===== src/rtl/shared_ff_arbiter.sv =====
// Round-robin arbiter sharing one registered lane among N_REQ bursting requesters; beat appears on O one cycle after acceptance.
// Backpressure: req_ready is one-hot (or zero) to the current grantee only; non-granted requesters stall with valid held.
module shared_ff_arbiter #(
    parameter int N_REQ     = 2,
    parameter int WIDTH     = 1,
    parameter int BURST_MAX = 4,
    localparam int OW = (N_REQ > 1) ? $clog2(N_REQ) : 1,
    localparam int BW = (BURST_MAX > 1) ? $clog2(BURST_MAX) : 1
) (
    input  logic                     CLK,
    input  logic                     RESET,
    input  logic [N_REQ-1:0]         req_valid,
    input  logic [N_REQ-1:0]         req_last,
    input  logic [N_REQ*WIDTH-1:0]   req_data,
    output logic [N_REQ-1:0]         req_ready,
    output logic [WIDTH-1:0]         O,
    output logic                     O_valid,
    output logic [OW-1:0]            O_owner,
    output logic                     busy
);
    typedef enum logic { S_IDLE, S_OWNED } state_t;

    state_t            r_state;
    logic [OW-1:0]     r_owner;
    logic [OW-1:0]     r_rr_ptr;
    logic [BW-1:0]     r_beat;
    logic [WIDTH-1:0]  r_o;
    logic              r_o_valid;
    logic [OW-1:0]     r_o_owner;

    logic              w_found;
    logic [OW-1:0]     w_win;
    logic [OW:0]       w_cand;
    logic [OW-1:0]     w_sel;
    logic              w_grant;
    logic              w_xfer;
    logic [WIDTH-1:0]  w_data;

    function automatic logic [OW-1:0] f_next(input logic [OW-1:0] x);
        return (x == OW'(N_REQ - 1)) ? '0 : x + OW'(1);
    endfunction

    // Wrap-around scan starting at the round-robin pointer
    always_comb begin
        w_found = 1'b0;
        w_win   = '0;
        w_cand  = '0;
        for (int k = 0; k < N_REQ; k++) begin
            w_cand = {1'b0, r_rr_ptr} + (OW+1)'(k);
            if (w_cand >= (OW+1)'(N_REQ))
                w_cand = w_cand - (OW+1)'(N_REQ);
            if (!w_found && req_valid[w_cand[OW-1:0]]) begin
                w_found = 1'b1;
                w_win   = w_cand[OW-1:0];
            end
        end
    end

    always_comb begin
        w_sel   = (r_state == S_OWNED) ? r_owner : w_win;
        w_grant = !RESET && ((r_state == S_OWNED) || w_found);
        w_xfer  = w_grant && req_valid[w_sel];
        w_data  = '0;
        for (int i = 0; i < N_REQ; i++) begin
            if (w_sel == OW'(i))
                w_data = req_data[i*WIDTH +: WIDTH];
        end
    end

    assign req_ready = w_grant ? (N_REQ'(1) << w_sel) : '0;

    always_ff @(posedge CLK) begin
        if (RESET) begin
            r_state   <= S_IDLE;
            r_owner   <= '0;
            r_rr_ptr  <= '0;
            r_beat    <= '0;
            r_o       <= '0;
            r_o_valid <= 1'b0;
            r_o_owner <= '0;
        end else begin
            if (w_xfer) begin
                r_o       <= w_data;
                r_o_valid <= 1'b1;
                r_o_owner <= w_sel;
            end else begin
                r_o_valid <= 1'b0;
            end

            case (r_state)
                S_IDLE: begin
                    if (w_xfer) begin
                        if (req_last[w_sel] || BURST_MAX == 1) begin
                            r_rr_ptr <= f_next(w_sel);
                        end else begin
                            r_state <= S_OWNED;
                            r_owner <= w_sel;
                            r_beat  <= BW'(1);
                        end
                    end
                end
                S_OWNED: begin
                    // No transfer here means the owner dropped valid: release without a beat
                    if (w_xfer && !req_last[r_owner] && r_beat != BW'(BURST_MAX - 1)) begin
                        r_beat <= r_beat + BW'(1);
                    end else begin
                        r_state  <= S_IDLE;
                        r_rr_ptr <= f_next(r_owner);
                        r_beat   <= '0;
                    end
                end
                default: r_state <= S_IDLE;
            endcase
        end
    end

    assign O       = r_o;
    assign O_valid = r_o_valid;
    assign O_owner = r_o_owner;
    assign busy    = (r_state == S_OWNED);

endmodule


===== config.mk =====
export PLATFORM = sky130hd
export DESIGN_NAME = shared_ff_arbiter
export DESIGN_NICKNAME = d
export VERILOG_FILES = /design/src/rtl/shared_ff_arbiter.sv
export SDC_FILE = /design/constraint.sdc
export NUM_CORES = 1
export LEC_CHECK = 0
export ABC_CLOCK_PERIOD_IN_PS = 2950
export CAP_MARGIN = 20
export CORE_AREA = 2 2 39 41
export DETAILED_ROUTE_END_ITERATION = 10
export DIE_AREA = 0 0 41 43
export GPL_ROUTABILITY_DRIVEN = 0
export PLACE_DENSITY = 0.65
export SYNTH_ARGS = -nofsm -noshare
export SYNTH_HDL_FRONTEND = slang
export SYNTH_SLANG_ARGS = --single-unit

===== constraint.sdc =====
create_clock -name CLK -period 2.95 [get_ports CLK]
set_input_delay 0.4425 -clock CLK [delete_from_list [all_inputs] [get_ports CLK]]
set_output_delay 0.4425 -clock CLK [all_outputs]
set_load 0.01 [all_outputs]

==> results by group <==
Outcome
  • Status: completed

Cells and area
  • Filler cells: 145
  • Area delta synth->final: 32.1%
  • Layout cells sized above 1: 15.3%
  • Ant diodes: 0
  • Non-filler cells in the finished layout: 88
  • Layout Nets: 83

Yosys
  • Async SR Flop Fraction: 0%
  • Synth Area in Simple Gates: 20.8%
  • Post-synthesis sequential area ratio: 32.1%
  • Complex-gate fraction of the synthesized area: 28.3%
  • Top post-synthesis cells by area: dfxtp_1, o21ai_0, clkbuf_8
  • Cell taking the most area after synthesis: dfxtp_1
  • Post-synth top flop: dfxtp_1
  • Synthesis Warnings: 0
  • Largest family of logic cells by synthesized area: compound AO/OA/AOI/OAI gates
  • Synth Instances: 56
  • Yosys cell types: 28
  • Share of the synthesized area in the top cell type: 32.1%
  • Syn nets: 65
  • Count leader, synth: dfxtp_1
  • XOR/XNOR share of the synthesized area: 0%
  • Adder and majority gate portion of the synthesized area: 2.51%
  • Flops & latches, synth: 8
  • Mean Syn Cell Area: 8.91 um^2
  • Number of synthesized flops with an enable pin: 0
  • Mux cell area share after synthesis: 7.02%
  • Synth cell count leaders: dfxtp_1, o21ai_0, inv_1, nand2_1, nor3_1
  • Cell area after synthesis: 499 um^2

Critical path
  • Arr. time, crit path: 2.18 ns
  • CP max-delay cell: clkdlybuf4s50_1
  • Crit path kind: input port to output port
  • CP endpoint kind: output port
  • Most Frequent Cell on Critical Path: clkdlybuf4s50_1
  • CP Buf/Inv Count: 3
  • Largest stage delay on the critical path: 0.57 ns
  • Critical-path cell list: clkdlybuf4s50_1, and2b_2, o31ai_4, buf_4, nor3_1, clkdlybuf4s50_1
  • Worst R2R Path Depth: 5
  • Crit Path Max Fanout: 8
  • CP Depth: 6
  • CP top delay family: buffers and inverters
  • Crit path launch type: input port
  • Required @ worst endpoint: 2.51 ns

Floorplanning
  • Die width: 41 um
  • Die Span Y: 43 um
  • # rows: 14
  • I/O pin cnt: 14
  • Die area: 1760 um^2
  • Core area: 1380 um^2
  • Starting density of the core: 36.1%

GRT
  • Largest net degree at the start of global routing: 14
  • GRT Overall Usage: 16.0%
  • First-pass GRT wire length: 1.90 mm
  • Initial antenna violation count: 0
  • Congestion Overflow GR: 0
  • Vias in the first global route: 474

STA
  • Fin crit share: 89.0%
  • Slew headroom: 69.8%
  • Setup WS post-layout: 0.325 ns
  • Fmax: 381 MHz
  • Worst-margin pin slew: 0.452 ns
  • Pins Over Slew Limit: 0
  • Final min period: 2.63 ns
  • RSZ-0062 raised after global routing: no
  • Setup_tns: 0 ns
  • Clk_skew: 0.00348 ns
  • Minimum hold slack: 0.472 ns
  • Final setup viols: 0
  • Fin. Hold Viols: 0

Clock network
  • Post_cts resized: 0
  • Hold_buf cts: 0
  • Total CTS buffers: 3
  • TritonCTS Sinks: 8
  • Clock-pin slew on the worst setup and hold paths: 0.05 ns
  • CTS tree: done
  • Clk buf depth: 2
  • H-tree depth: 1
  • Post-CTS Setup Bufs: 0
  • Clock root cell: clkbuf_4
  • Clock Latency Late Sink: 0.26 ns

Routing
  • Final WL: 1.16 mm
  • Antenna Violating Nets Remaining: 0
  • Detailed Routing Iterations Pass 1: 4
  • Vias: 494
  • WL/cell: 13.2 um
  • DRT iter0 DRCs: 14
  • Remaining DRCs: 0
  • Vias per cell: 5.61

Power
  • PD cells: 438 nW/um^2
  • Leakage: 0.242 nW
  • VDD IR max: 0.000210 V

Placement
  • Dpl hpwl: 861 um
  • IO buf count: 13
  • Worst slack, placed: 0.333 ns
  • Dpl cells: 85

Min path
  • HP Class: flip-flop to flip-flop
  • Hold path cells: 2

Flow run
  • Maxcap violations: 0
[where the power goes]
group	leakage [nW]	switching (mW)	internal, mW
registers	0.0659	0.00953	0.117
logic	0.162	0.0343	0.0417
clock network	0.0138	0.0395	0.0467
[cells by family (layout without fill, tap and decap cells)]
| logic type | after synthesis | after routing |
|---|---|---|
| multiplexers | 3 | 3 |
| buffers and inverters | 7 | 23 |
| adder cells (fa/ha/maj) | 1 | 1 |
| flip-flops | 8 | 8 |
| AO/OA/AOI/OAI | 19 | 19 |
| AND/OR/NAND/NOR | 18 | 18 |
[stage by stage]
stage | cell area (um^2) | total power [mW] | util (%)
after floorplan | 499 | 0.173 | -
after global placement | 637 | 0.204 | 46.0
after detailed placement | 637 | 0.205 | 46.0
after CTS | 659 | 0.296 | 47.6
after global routing | 659 | 0.308 | 47.6
final | 659 | 0.289 | 47.6
[path summary, 6_finish.rpt]
kind                                    from      endpoint  slack, ns
worst max-delay path            req_valid[0]  req_ready[0]       0.32
worst min-delay path                 O_owner       O_owner       0.47
worst max register to register     r_beat[0]      r_rr_ptr       1.32
worst min register to register       O_owner       O_owner       0.47
[final cells by class]
cell class              count  area [um^2]  share of cell area [%]
well taps                  16         20.0                    3.04
clock buffers               3         22.5                    3.42
inverters                   5         18.8                    2.85
repair buffers             15          145                    22.0
multi-input cells          41          293                    44.4
flip-flops and latches      8          160                    24.3
[sequential cells by signal, indices dropped and copies added (netlist names)]
signal	cells
busy	1
O	1
r_owner	1
O_owner	1
r_rr_ptr	1
O_valid	1
r_beat	2
[layout by cell type (no fill, tap or decap), drive strengths merged, types with 2 or more instances in the layout]
cell type / Yosys / routed
mux2i: 2 / 2
o21ai: 6 / 6
clkdlybuf4s50: 0 / 13
a21oi: 3 / 3
dfxtp: 8 / 8
a211oi: 2 / 2
nor3: 4 / 4
clkbuf: 2 / 3
nor2: 3 / 3
inv: 5 / 5
and2b: 2 / 2
buf: 0 / 2
nand2: 4 / 4
a31oi: 2 / 2
[per-layer routing]
metal	track usage, %	part of all wire (%)	vias to the layer above
met5	0	0	-
met4	10.0	1.2	0
met3	4.71	4.3	2
met2	25.3	50	20
met1	17.4	45	230
li1	-	-	242
[worst register-to-register path, delay by kind of cell (launching register included)]
| kind | cells | cell delay [ns] |
|---|---|---|
| AOI/OAI and AO/OA | 3 | 0.76 |
| adders and majority gates | 1 | 0.21 |
| DFF | 1 | 0.32 |
| and+or+nand+nor | 1 | 0.25 |
No activity file was read; power rests on OpenSTA's default activity.
